==> src/rtl/bcd_seg_pkg.sv <==
// Shared constants for the three-digit multiplexed 7-segment scanner:
// segment codes, digit slot indices and one-hot common selects.
package bcd_seg_pkg;

  localparam int NUM_DIGITS = 3;

  localparam logic [1:0] IDX_ONES = 2'd0;
  localparam logic [1:0] IDX_TENS = 2'd1;
  localparam logic [1:0] IDX_HUND = 2'd2;
  localparam logic [1:0] IDX_LAST = 2'(NUM_DIGITS - 1);

  localparam logic [2:0] SEL_ONES = 3'b001;
  localparam logic [2:0] SEL_TENS = 3'b010;
  localparam logic [2:0] SEL_HUND = 3'b100;

  // Logical (active-high) patterns, bit6 = g ... bit0 = a.
  localparam logic [6:0] SEG_0     = 7'h3F;
  localparam logic [6:0] SEG_1     = 7'h06;
  localparam logic [6:0] SEG_2     = 7'h5B;
  localparam logic [6:0] SEG_3     = 7'h4F;
  localparam logic [6:0] SEG_4     = 7'h66;
  localparam logic [6:0] SEG_5     = 7'h6D;
  localparam logic [6:0] SEG_6     = 7'h7D;
  localparam logic [6:0] SEG_7     = 7'h07;
  localparam logic [6:0] SEG_8     = 7'h7F;
  localparam logic [6:0] SEG_9     = 7'h6F;
  localparam logic [6:0] SEG_DASH  = 7'h40;
  localparam logic [6:0] SEG_BLANK = 7'h00;

endpackage

==> src/rtl/bcd_to_seg.sv <==
// Combinational nibble to logical 7-segment decode; non-BCD nibbles show a dash.
module bcd_to_seg
  import bcd_seg_pkg::*;
(
  input  logic [3:0] nibble,
  output logic [6:0] seg
);

  // Digit lookup, A-F fall through to the dash pattern.
  always_comb begin
    case (nibble)
      4'd0:    seg = SEG_0;
      4'd1:    seg = SEG_1;
      4'd2:    seg = SEG_2;
      4'd3:    seg = SEG_3;
      4'd4:    seg = SEG_4;
      4'd5:    seg = SEG_5;
      4'd6:    seg = SEG_6;
      4'd7:    seg = SEG_7;
      4'd8:    seg = SEG_8;
      4'd9:    seg = SEG_9;
      default: seg = SEG_DASH;
    endcase
  end

endmodule

==> src/rtl/bcd_seg_scan.sv <==
// Three-digit multiplexed 7-segment scanner with frame shadow and sticky overflow dp.
// Optional build macro BCD_SEG_BLANK_EN enables leading-zero blanking.
module bcd_seg_scan
  import bcd_seg_pkg::*;
#(
  parameter int SCAN_DIV    = 50000,
  parameter int SEG_ACT_LOW = 1,
  parameter int DIG_ACT_LOW = 1
) (
  input  logic        clk,
  input  logic        rst_n,
  input  logic [11:0] bcd,
  input  logic        ovf_in,
  input  logic        ovf_clr,
  output logic [6:0]  seg,
  output logic        dp,
  output logic [2:0]  dig_sel
);

  localparam int             PW       = (SCAN_DIV > 1) ? $clog2(SCAN_DIV) : 1;
  localparam logic [PW-1:0]  PRE_LAST = PW'(SCAN_DIV - 1);
  // Inactive pin levels double as XOR masks that map logical levels to pins.
  localparam logic [6:0]     SEG_OFF  = (SEG_ACT_LOW != 0) ? 7'h7F : 7'h00;
  localparam logic           DP_OFF   = (SEG_ACT_LOW != 0) ? 1'b1 : 1'b0;
  localparam logic [2:0]     DIG_OFF  = (DIG_ACT_LOW != 0) ? 3'b111 : 3'b000;

  logic [PW-1:0] pre_q, pre_d;
  logic [1:0]    idx_q, idx_d;
  logic [11:0]   shadow_q, shadow_d;
  logic          ovf_flag_q, ovf_flag_d;
  logic          live_q, live_d;
  logic [6:0]    seg_q, seg_d;
  logic          dp_q, dp_d;
  logic [2:0]    dig_sel_q, dig_sel_d;

  logic [3:0]    nibble;
  logic [2:0]    sel_log;
  logic [6:0]    dec_seg;
  logic [6:0]    seg_log;
  logic          dp_log;

  // Prescaler, slot index and frame shadow; the shadow only reloads on the 2->0 wrap.
  always_comb begin
    pre_d    = pre_q;
    idx_d    = idx_q;
    shadow_d = shadow_q;
    if (pre_q == PRE_LAST) begin
      pre_d = '0;
      if (idx_q == IDX_LAST) begin
        idx_d    = IDX_ONES;
        shadow_d = bcd;
      end else begin
        idx_d = idx_q + 2'd1;
      end
    end else begin
      pre_d = pre_q + PW'(1);
    end

    if (ovf_in) begin
      ovf_flag_d = 1'b1;
    end else if (ovf_clr) begin
      ovf_flag_d = 1'b0;
    end else begin
      ovf_flag_d = ovf_flag_q;
    end

    live_d = 1'b1;
  end

  // Slot multiplexer; an out-of-range index falls back to the ones slot.
  always_comb begin
    case (idx_q)
      IDX_TENS: begin nibble = shadow_q[7:4];  sel_log = SEL_TENS; end
      IDX_HUND: begin nibble = shadow_q[11:8]; sel_log = SEL_HUND; end
      default:  begin nibble = shadow_q[3:0];  sel_log = SEL_ONES; end
    endcase
  end

  bcd_to_seg u_dec (
    .nibble (nibble),
    .seg    (dec_seg)
  );

  // Leading-zero blanking; ones is never blanked.
  always_comb begin
`ifdef BCD_SEG_BLANK_EN
    if ((idx_q == IDX_HUND) && (shadow_q[11:8] == 4'h0)) begin
      seg_log = SEG_BLANK;
    end else if ((idx_q == IDX_TENS) && (shadow_q[11:4] == 8'h00)) begin
      seg_log = SEG_BLANK;
    end else begin
      seg_log = dec_seg;
    end
`else
    seg_log = dec_seg;
`endif
    dp_log = (idx_q == IDX_HUND) && ovf_flag_q;
  end

  // Pin levels; live_q holds the outputs inactive for one cycle after reset release.
  always_comb begin
    if (live_q) begin
      seg_d     = seg_log ^ SEG_OFF;
      dp_d      = dp_log ^ DP_OFF;
      dig_sel_d = sel_log ^ DIG_OFF;
    end else begin
      seg_d     = SEG_OFF;
      dp_d      = DP_OFF;
      dig_sel_d = DIG_OFF;
    end
  end

  // State and output registers with synchronous active-low reset.
  always_ff @(posedge clk) begin
    if (!rst_n) begin
      pre_q      <= '0;
      idx_q      <= IDX_ONES;
      shadow_q   <= 12'h000;
      ovf_flag_q <= 1'b0;
      live_q     <= 1'b0;
      seg_q      <= SEG_OFF;
      dp_q       <= DP_OFF;
      dig_sel_q  <= DIG_OFF;
    end else begin
      pre_q      <= pre_d;
      idx_q      <= idx_d;
      shadow_q   <= shadow_d;
      ovf_flag_q <= ovf_flag_d;
      live_q     <= live_d;
      seg_q      <= seg_d;
      dp_q       <= dp_d;
      dig_sel_q  <= dig_sel_d;
    end
  end

  assign seg     = seg_q;
  assign dp      = dp_q;
  assign dig_sel = dig_sel_q;

endmodule

==> config.mk <==
export PLATFORM = sky130hd
export DESIGN_NAME = bcd_seg_scan
export DESIGN_NICKNAME = d
export VERILOG_FILES = /design/src/rtl/bcd_seg_pkg.sv /design/src/rtl/bcd_to_seg.sv /design/src/rtl/bcd_seg_scan.sv
export SDC_FILE = /design/constraint.sdc
export NUM_CORES = 1
export LEC_CHECK = 0
export ABC_AREA = 1
export ABC_CLOCK_PERIOD_IN_PS = 1900
export BUFFER_PORTS_ARGS = -buffer_cell sky130_fd_sc_hd__buf_2
export CAP_MARGIN = 20
export CORE_UTILIZATION = 52
export CTS_CLUSTER_SIZE = 10
export DETAILED_ROUTE_END_ITERATION = 10
export PLACE_DENSITY = 0.84
export REMOVE_ABC_BUFFERS = 1
export SLEW_MARGIN = 30
export SYNTH_ARGS = -nofsm -noshare
export SYNTH_HDL_FRONTEND = slang
export SYNTH_HIERARCHICAL = 1
export SYNTH_SLANG_ARGS = --single-unit
export TNS_END_PERCENT = 1
==> constraint.sdc <==
create_clock -name clk -period 1.9 [get_ports clk]
set_input_delay 0 -clock clk [delete_from_list [all_inputs] [get_ports clk]]
set_output_delay 0 -clock clk [all_outputs]
set_load 0.05 [all_outputs]
Word level (Yosys, flattened, before mapping)
Memories as Yosys holds them, arrays and structs flattened.
Cells that the tools add are included.
- memories kept: 1
- ROM bits: 112
- bits in registers: 43
- add/sub/neg operators: 2
- reductions and logical operators: 5
- bitwise gates (word level): 4
- eq/ne operators: 3
- mux-type cells: 6
- memory list (name ; depth ; bits a word ; rd ports ; clocked after memory_dff ; write ports ; line ; RTL):
    (no name shown) ; 16 ; 7 ; 1 ; 0 ; 0 ; bcd_to_seg.sv:11 ; case (nibble)
- operators with widths (operator ; number):
    $add 16x1->16 const B ; 1
    $eq 16x16->1 const B ; 1
    $pmux 4 s2 ; 1
    $not 7->7 ; 1
    $pmux 3 s2 ; 1
    $reduce_and 2->1 ; 2
    $mux 1 ; 3
    $not 3->3 ; 1
    $add 2x1->2 const B ; 1
    $eq 2x1->1 const B ; 1
    $eq 2x2->1 const B ; 1
    $mux 2 ; 1
    $not 1->1 ; 2
    $reduce_bool 2->1 ; 1
    $reduce_or 2->1 ; 1
    $logic_and 1x1->1 ; 1

Longest topological paths before layout
Gate-level depths: netlist of the first run.
An unclocked memory read counts as a cell.
- depth in word-level cells: 4
- depth in mapped cells: 15

Cells and area by module
Netlist of the first run, hierarchy kept.
- by module, submodules not included (module ; area each (µm²) ; sequential area each (µm²) ; instances ; cells each):
    bcd_seg_scan ; 2006.9 ; 860.8 ; 1 ; 281
    bcd_to_seg ; 192.7 ; 0.0 ; 1 ; 36

Worst setup path before layout of the first run
No wires, ideal clock.
- path type: flip-flop to flip-flop
- start: register idx_q[0]
- end: register seg_q[3], in the netlist seg[3]
- path buffers: 1
- path slack: -97 ps
- cell stages (with the launch flop): 12
- arrival: 1877 ps
- path through: dfxtp_1 inv_1 ha_1 clkbuf_1 o21ai_0 inv_1 ha_1 nand2_1 nand2_1 nand2_1 nand2_1 nand2_1
- longest elaborated chain between the ends: 4
- elaborated cells between the ends (all ways): 5
- those cells by class: eq/ne: 2; mux: 1; bitwise: 1; memory: 1
- ends and longest elaborated chain (item ; line ; RTL):
    from (decl) ; bcd_seg_scan.sv:28 ; logic [1:0] idx_q, idx_d;
    from (signal assigned) ; bcd_seg_scan.sv:126 ; idx_q <= idx_d;
    $eq 2x2->1 / $eq 2x1->1 (equally long branches) ; bcd_seg_scan.sv:72 ; case (idx_q)
    $pmux 4 s2 * ; bcd_seg_scan.sv:72 ;
    via nibble[1] ; bcd_seg_scan.sv:36 ; logic [3:0] nibble;
    $mem_v2 16x7 * ; n/a ;
    via dec_seg[3] ; bcd_seg_scan.sv:38 ; logic [6:0] dec_seg;
    $not 7->7 (no source line) * ; n/a ;
    to (signal assigned) ; bcd_seg_scan.sv:130 ; seg_q <= seg_d;
    to (decl) ; bcd_seg_scan.sv:32 ; logic [6:0] seg_q, seg_d;
The timed path passes the listed nets; every way through them passes the cells marked *.
A chain may end at the register's enable or synchronous reset.

Final worst setup path of the first run
- start: register idx_q[1]
- end: register seg_q[3], in the netlist seg[3]
The elaborated chain is that of the path after synthesis.

==> results of run 1 <==
==> cell families after synthesis <==
| kind of cell | synth area share (%) |
|---|---|
| xor gates and xnor gates | 2.389 |
| DFF | 39.14 |
| AOI/OAI and AO/OA | 4.551 |
| and+or+nand+nor | 33.96 |
| adders and majority gates | 6.257 |
| buffers and inverters | 13.71 |
==> synthesized netlist by cell type (2+ instances only) <==
library cell	number	area share, %
nor2_1	42	7.2
nand2_1	79	13
nand4_1	15	4.3
nor2_4	2	1.0
o22ai_1	3	0.85
dfxtp_1	43	39
nand3_1	8	1.8
ha_1	11	6.3
inv_1	61	10
buf_6	2	1.0
clkinv_1	2	0.34
nand3_2	2	0.91
nor3_1	5	1.1
xor2_1	6	2.4
buf_4	3	1.0
o21ai_0	7	1.6
clkbuf_1	2	0.34
a21oi_1	4	0.91
nand2_2	7	2.0
nor2_2	2	0.57
==> worst max-delay path, stage by stage (launching register included) <==
cell	delay (ps)
dfxtp_1	380
inv_2	70
ha_2	390
nand2_1	90
o21ai_2	80
inv_2	90
ha_1	280
nand2_1	60
nand2_1	80
nand2_1	50
nand2_1	60
nand2_1	50
==> flip-flops by register name, summed over array words and instances, names as in the netlist <==
signal      count
dig_sel         3
dp              1
idx_q           2
live_q          1
ovf_flag_q      1
pre_q          16
seg             7
shadow_q       12
==> power groups by stage <==
stage	Combinational (mW)	Sequential (mW)	Clock, mW
after global routing	0.105	0.924	0.783
after detailed placement	0.0942	0.944	0
after CTS	0.0961	0.922	0.757
after global placement	0.0925	0.943	0
final	0.0948	0.922	0.739
after floorplan	0.0310	0.972	0
==> cell type report <==
type,count,area [um^2],share of cell area [%]
clock buffers,6,82.58,3.262
clock inverters,2,35.03,1.384
inverters,64,240.2,9.491
multi-input cells,201,1071,42.31
flip-flops and latches,43,862.1,34.06
well taps,50,62.56,2.472
repair buffers,32,177.7,7.019
==> per-layer routing <==
layer	global-route usage, %	vias to the layer above	share of wire (%)
met5	0	-	0
met1	22.80	858	44
met2	36.13	37	51
met3	4.110	8	3.8
met4	9.043	0	1.8
li1	-	1016	-
==> cells in the final DEF (no fill, tap or decap), types with 2 or more instances in the layout <==
cell type / instances
ha_1: 9
clkinv_1: 2
nand2_2: 7
nand4_1: 15
ha_2: 2
nor2_1: 42
nor2_2: 2
buf_2: 26
nor3_1: 5
nand2_1: 79
o21ai_0: 5
inv_2: 4
o21ai_2: 2
nor2_4: 2
inv_1: 58
clkbuf_8: 6
o22ai_1: 2
nand3_1: 8
nand3_2: 2
buf_4: 5
xor2_1: 6
dfxtp_1: 42
a21oi_1: 4
==> per-stage QoR <==
stage | utilization (%) | power, mW | std cells | setup TNS, ps
final | 62.83 | 1.756 | 398 | 0
after global placement | 58.79 | 1.036 | 389 | 0
after global routing | 62.83 | 1.812 | 398 | 0
after floorplan | - | 1.003 | 308 | -364.9
after detailed placement | 58.79 | 1.038 | 389 | -36.45
after CTS | 62.11 | 1.776 | 398 | 0
==> final timing paths <==
kind	startpoint	endpoint	slack (ps)	cells after the start
worst max register to register	idx_q[1]	seg[3]	120	11
worst min-delay path	ovf_clr	ovf_flag_q	7	3
worst min register to register	ovf_flag_q	dp	400	1
worst max-delay path	idx_q[1]	seg[3]	120	11
==> repair_timing <==
item | 4_1_cts | 5_1_grt
cloned | 0 | 0
endpoints found under the setup margin | 5 | 5
hold buffers | 1 | 0
resized for setup | 3 | 10
hold endpoints to repair | 1 | 0
==> impl_metrics.py, run 1 <==
metrics = {
    "setup_path": {
        "arrival_ps": 1980,
        "end_kind": "register",
        "required_ps": 2100,
        "crit_fanout": 6,
        "critPathLaunchType": "register",
        "worst-setup-path-type": "reg2reg",
    },
    "flow_run": {
        "maxCapViolCount": 0,
    },
    "cts": {
        "clkTransAtPathRegs_ps": 80,
        "clk_latency_ps": 300,
        "clockRootBuffer": "clkbuf_8",
        "clock_sinks": 43,
        "numCtsBuffers": 5,
        "clockBufferDepth": 2,
        "cts_tree": "done",
        "post-cts-setup-buffers": 0,
        "htreeDepth": 2,
    },
    "finish": {
        "syn_to_final_growth_pct": 15.07,
        "drive_gt1_share_pct": 18.97,
        "fillers": 369,
        "nNetsFinal": 374,
        "fin_area_um2": 2531,
        "antennaDiodeCount": 0,
    },
    "timing": {
        "tightest_slew_ps": 341.7,
        "hold_viol": 0,
        "slew_headroom_pct": 77.22,
        "finalMaxSlewViolations": 0,
        "worst_clock_skew_ps": 7.659,
        "finalCritPeriodShare_pct": 93.70,
        "fin_crit_ps": 1780,
        "setup-violations-final": 0,
        "rsz0062_at_grt": "false",
        "max_freq_mhz": 561.7,
        "fin_hold_ws_ps": 7.399,
        "fin_ws_ps": 119.7,
    },
    "floorplan": {
        "dieHeight_um": 67.04,
        "die_w_um": 67.04,
        "dieArea_um2": 4494,
        "start_util_pct": 54.60,
        "coreArea_um2": 4029,
        "num_rows": 23,
        "ioPinCount": 27,
    },
    "power": {
        "vdd_ir_drop_max_v": 0.0004797,
        "switching_share_pct": 21.85,
        "comb_power_share_pct": 5.4,
        "p_clk_share_pct": 42.1,
        "power_leakage_nw": 1.115,
        "p_switching_mw": 0.3836,
        "sequentialPowerShare_pct": 52.5,
        "p_per_area_nw_per_um2": 693.7,
        "p_int_mw": 1.372,
    },
    "grt": {
        "grt_max_degree": 19,
        "grt_pass1_vias": 1678,
        "gr-usage-all-layers_pct": 20.27,
        "overflow": 0,
        "antenna_found_initial": 0,
        "grt_pass1_wl_um": 6837,
    },
    "outcome": {
        "status": "completed",
    },
    "synthesis": {
        "synth_edf_count": 0,
        "ys_warn_count": 6,
        "seq_area_frac_synth_pct": 39.14,
        "syn_area_um2": 2200,
        "syn-instance-count": 317,
        "async_flop_share_pct": 0,
        "yosysUniqueCellTypes": 31,
        "postSynthRegisterBits": 43,
        "synthFlopType": "dfxtp_1",
        "syn_area_per_cell_um2": 6.939,
    },
    "route": {
        "ant_nets": 0,
        "wirelength_um": 4098,
        "vias": 1919,
        "drt_iter0_markers": 134,
        "dr.pass1.iters": 4,
        "drcViolationCount": 0,
        "vias_per_cell": 4.822,
        "post_drt_wl_per_cell_um": 10.30,
    },
    "placement": {
        "port_buffers": 26,
        "gp_congestion": 0.8393,
        "hpwl_um": 2930,
        "dpl-instance-area_um2": 2369,
        "dp_worst_setup_slack_ps": -36.45,
    },
    "worst_hold_path": {
        "hold_class": "in2reg",
    },
}
No activity file was read; power rests on OpenSTA's default activity.
==> run 2, diff against run 1 <==
HOLD_SLACK_MARGIN = 0.12   (was default)
==> run 2 against run 1 <==
Net effect: flip-flop and latch count unchanged; clock skew fell by 1.2 ps; setup slack improved by 1.4 ps; design area rose by 5.5%; critical path depth unchanged; combinational power increased by 24%; first-iteration DRC count down 22%; power is 1.2% higher; die area stayed put; final cell count up 3.5%.
==> impl_metrics.py, run 2 (synthesized netlist as in run 1, its figures left out) <==
metrics = {
    "flow_run": {
        "maxCapViolCount": 0,
    },
    "timing": {
        "fin_ws_ps": 121.1,
        "hold_viol": 0,
        "worst_clock_skew_ps": 6.475,
        "setup-violations-final": 0,
        "finalCritPeriodShare_pct": 93.63,
        "slew_headroom_pct": 77.65,
        "finalMaxSlewViolations": 0,
        "tightest_slew_ps": 335.2,
        "fin_crit_ps": 1779,
        "max_freq_mhz": 562.1,
    },
    "floorplan": {
        "coreArea_um2": 4029,
        "dieArea_um2": 4494,
        "ioPinCount": 27,
        "die_w_um": 67.04,
        "start_util_pct": 54.60,
        "dieHeight_um": 67.04,
        "num_rows": 23,
    },
    "grt": {
        "grt_pass1_wl_um": 7127,
        "grt_pass1_vias": 1766,
        "gr-usage-all-layers_pct": 21.14,
        "grt_max_degree": 19,
        "antenna_found_initial": 0,
        "overflow": 0,
    },
    "finish": {
        "final_cells": 412,
        "drive_gt1_share_pct": 18.23,
        "fin_util_pct": 66.30,
        "antennaDiodeCount": 0,
        "final_cell_mix": "nand2_1, inv_1, nor2_1, dfxtp_1, buf_2",
        "nNetsFinal": 388,
        "syn_to_final_growth_pct": 21.44,
        "largest_reg_flops": 16,
        "final_common_cell": "nand2_1",
        "fillers": 348,
        "regMostFlops": "pre_q",
    },
    "cts": {
        "htreeDepth": 2,
        "clkTransAtPathRegs_ps": 80,
        "clockBufferDepth": 2,
        "cts_tree": "done",
        "post-cts-setup-buffers": 0,
        "clock_sinks": 43,
        "numCtsBuffers": 5,
        "clockRootBuffer": "clkbuf_8",
        "clk_latency_ps": 300,
    },
    "route": {
        "drcViolationCount": 0,
        "dr.pass1.iters": 4,
        "wirelength_um": 4291,
        "vias_per_cell": 4.823,
        "vias": 1987,
        "ant_nets": 0,
        "post_drt_wl_per_cell_um": 10.42,
        "drt_iter0_markers": 104,
    },
    "power": {
        "power_leakage_nw": 1.175,
        "p_per_area_nw_per_um2": 665.1,
        "vdd_ir_drop_max_v": 0.0004737,
    },
    "setup_path": {
        "critPathMostFrequentCell": "nand2_1",
        "crit_family": "adder cells",
        "end_kind": "register",
        "worst-setup-path-type": "reg2reg",
        "crit_chain": "inv_2 -> ha_2 -> nand2_1 -> o21ai_2 -> inv_2 -> ha_1 -> nand2_1 -> nand2_1 -> nand2_1 -> nand2_1 -> nand2_1",
        "worst-path-buf-inv": 2,
        "required_ps": 2090,
        "crit_start": "idx_q[1]",
        "critPathLaunchType": "register",
        "crit_slowest_cell": "ha_2",
        "reg2reg_from": "idx_q[1]",
        "arrival_ps": 1970,
        "crit_fanout": 6,
        "slowest_delay_ps": 390,
    },
    "placement": {
        "gp_congestion": 0.8393,
        "placed_cells": 389,
        "port_buffers": 26,
        "hpwl_um": 2930,
        "dp_worst_setup_slack_ps": -36.45,
    },
    "worst_hold_path": {
        "worstHoldStart": "ovf_flag_q",
        "hold_class": "reg2reg",
    },
    "outcome": {
        "status": "completed",
    },
}
run 2: changes by cell type in the layout (fill, tap and decap cells not counted):
cell           previous run  this run
dlygate4sd3_1             1        15
run 2: power breakdown:
part	leakage [nW]	switching, mW	internal (mW)
clock network	0.0612	0.312	0.425
registers	0.350	0.00627	0.916
logic	0.763	0.0677	0.0500
total	1.17	0.386	1.39
run 2: final timing paths:
path	end	cells after the start	slack [ps]
worst min-delay path	dp	1	420
worst max-delay path	seg[3]	11	120
worst max register to register	seg[3]	11	120
worst min register to register	dp	1	420
run 2: final cells by class:
type / instances / area [um^2] / share of cell area, %
clock inverter: 2 / 35.03 / 1.311
multi-input combinational: 201 / 1071 / 40.09
inverter: 64 / 240.2 / 8.993
timing repair buffer: 46 / 317.8 / 11.90
clock buffer: 6 / 82.58 / 3.091
sequential: 43 / 862.1 / 32.27
tap: 50 / 62.56 / 2.342
run 2: layer usage:
layer | share of wire [%] | track usage, % | up-vias
met5 | 0 | 0 | -
met4 | 1.7 | 9.043 | 0
met3 | 3.8 | 4.110 | 8
met2 | 52 | 38.75 | 41
met1 | 43 | 23.16 | 892
li1 | - | - | 1046
run 2: through the flow:
step	setup TNS (ps)	area, um^2	hold WS [ps]	power [mW]
after floorplan	-364.9	2138	27.72	1.003
after global placement	0	2369	209.0	1.036
after detailed placement	-36.45	2369	213.1	1.038
after CTS	0	2643	410.8	1.798
after global routing	-1.325	2671	436.2	1.836
final	0	2671	424.3	1.777
run 2: what timing repair did:
action	4_1_cts	5_1_grt
cloned	0	0
endpoints found under the setup margin	5	5
endpoints found under the hold margin	15	0
resized for setup	3	10
hold buffers	15	0
run 2: worst reg2reg max path, cell delays in order, from the launching register on:
cell and delay, ps:
dfxtp_1 370, inv_2 70, ha_2 390, nand2_1 90, o21ai_2 80, inv_2 90
ha_1 280, nand2_1 60, nand2_1 80, nand2_1 50, nand2_1 60, nand2_1 50
==> run 3, diff against run 2 <==
MAX_ROUTING_LAYER = met4   (was default)
==> run 3 against run 2 <==
Net effect: power is essentially flat; register-to-register slack is essentially flat; sequential share of layout area is the same; clock-buffer cell count is the same; die area is the same; routed wire length shrank 0.21%; critical path depth is the same; clock power is essentially flat; core utilization is the same.
==> impl_metrics.py, run 3 (synthesized netlist as in run 1, its figures left out) <==
metrics = {
    "setup_path": {
        "end_kind": "register",
        "critPathLaunchType": "register",
        "rr_worst_depth": 11,
        "slowest_delay_ps": 390,
        "required_ps": 2090,
        "critPathMostFrequentCell": "nand2_1",
        "arrival_ps": 1970,
        "crit_slowest_cell": "ha_2",
        "crit_fanout": 6,
        "worst-setup-path-type": "reg2reg",
        "crit_chain": "inv_2 -> ha_2 -> nand2_1 -> o21ai_2 -> inv_2 -> ha_1 -> nand2_1 -> nand2_1 -> nand2_1 -> nand2_1 -> nand2_1",
    },
    "flow_run": {
        "maxCapViolCount": 0,
    },
    "outcome": {
        "status": "completed",
    },
    "route": {
        "ant_nets": 0,
        "drt_iter0_markers": 112,
        "drcViolationCount": 0,
        "vias": 1971,
        "wirelength_um": 4282,
        "post_drt_wl_per_cell_um": 10.39,
        "dr.pass1.iters": 4,
        "vias_per_cell": 4.784,
    },
    "timing": {
        "slew_headroom_pct": 77.52,
        "fin_crit_ps": 1777,
        "finalMaxSlewViolations": 0,
        "worst_clock_skew_ps": 5.058,
        "fin_ws_ps": 122.8,
        "setup-violations-final": 0,
        "tightest_slew_ps": 337.2,
        "hold_viol": 0,
        "max_freq_mhz": 562.7,
        "finalCritPeriodShare_pct": 93.54,
    },
    "cts": {
        "clkTransAtPathRegs_ps": 80,
        "post-cts-setup-buffers": 0,
        "clk_latency_ps": 300,
        "clockRootBuffer": "clkbuf_8",
        "htreeDepth": 2,
        "clock_sinks": 43,
        "cts_tree": "done",
        "numCtsBuffers": 5,
        "clockBufferDepth": 2,
    },
    "floorplan": {
        "start_util_pct": 54.60,
        "ioPinCount": 27,
        "num_rows": 23,
        "coreArea_um2": 4029,
        "dieArea_um2": 4494,
        "die_w_um": 67.04,
        "dieHeight_um": 67.04,
    },
    "grt": {
        "gr-usage-all-layers_pct": 21.70,
        "antenna_found_initial": 0,
        "grt_pass1_vias": 1764,
        "overflow": 0,
        "grt_pass1_wl_um": 7127,
        "grt_max_degree": 19,
    },
    "placement": {
        "hpwl_um": 2930,
        "gp_congestion": 0.8523,
        "dpl-instance-area_um2": 2369,
        "dp_worst_setup_slack_ps": -36.45,
        "port_buffers": 26,
    },
    "power": {
        "power_leakage_nw": 1.175,
        "vdd_ir_drop_max_v": 0.0004770,
        "p_per_area_nw_per_um2": 665.6,
    },
    "finish": {
        "fin_area_um2": 2671,
        "antennaDiodeCount": 0,
        "syn_to_final_growth_pct": 21.44,
        "largest_reg_flops": 16,
        "drive_gt1_share_pct": 18.23,
        "regMostFlops": "pre_q",
        "final_common_cell": "nand2_1",
        "final_cell_mix": "nand2_1, inv_1, nor2_1, dfxtp_1, buf_2",
        "nNetsFinal": 388,
    },
    "worst_hold_path": {
        "hold_class": "reg2reg",
        "min_path_cells": 1,
    },
}
[run 3: cell counts in the layout (fill, tap and decap cells not counted)]
Identical to the previous run, type by type.
[run 3: per-layer routing]
metal  wire [um]  global-route usage [%]  vias up
met5           0                       -        -
met2        2215                   38.75       36
met1        1857                   23.16      883
met3         141                   4.110        7
li1            -                       -     1045
met4          68                   9.043        0
[run 3: final timing paths]
kind | slack, ps | start | to
worst max-delay path | 120 | idx_q[1] | seg[3]
worst min-delay path | 430 | ovf_flag_q | dp
worst max register to register | 120 | idx_q[1] | seg[3]
worst min register to register | 430 | ovf_flag_q | dp
[run 3: power by group]
part | internal [mW] | total, mW | switching [mW]
Sequential | 0.916 | 0.922 | 0.00626
Clock | 0.425 | 0.738 | 0.313
Combinational | 0.0500 | 0.118 | 0.0678
[run 3: cell type report]
| class | count | area (um^2) |
|---|---|---|
| Clock buffer | 6 | 82.58 |
| Clock inverter | 2 | 35.03 |
| Fill cell | 348 | 1358 |
| Inverter | 64 | 240.2 |
| Multi-Input combinational cell | 201 | 1071 |
| Sequential cell | 43 | 862.1 |
| Tap cell | 50 | 62.56 |
| Timing Repair Buffer | 46 | 317.8 |
[run 3: through the flow]
step / total power [mW] / utilization (%) / setup TNS [ps] / hold WS, ps / cells
final: 1.778 / 66.30 / 0 / 426.4 / 412
after CTS: 1.798 / 65.59 / 0 / 410.8 / 412
after floorplan: 1.003 / - / -364.9 / 27.72 / 308
after detailed placement: 1.038 / 58.79 / -36.45 / 213.1 / 389
after global placement: 1.036 / 58.79 / 0 / 209.0 / 389
after global routing: 1.836 / 66.30 / -1.325 / 436.2 / 412
[run 3: worst max-delay path, delay by kind of cell, from the launching register on]
kind                     cells  cell delay (ps)
adder cells (fa/ha/maj)      2              670
buffers and inverters        2              150
AND/OR/NAND/NOR              6              390
AO/OA/AOI/OAI                1               80
flip-flops                   1              370
[run 3: timing repair]
item | CTS | global route
gates cloned | 0 | 0
gates resized for setup | 3 | 10
setup endpoints to repair | 5 | 5
hold endpoints to repair | 15 | 0
hold buffers | 15 | 0
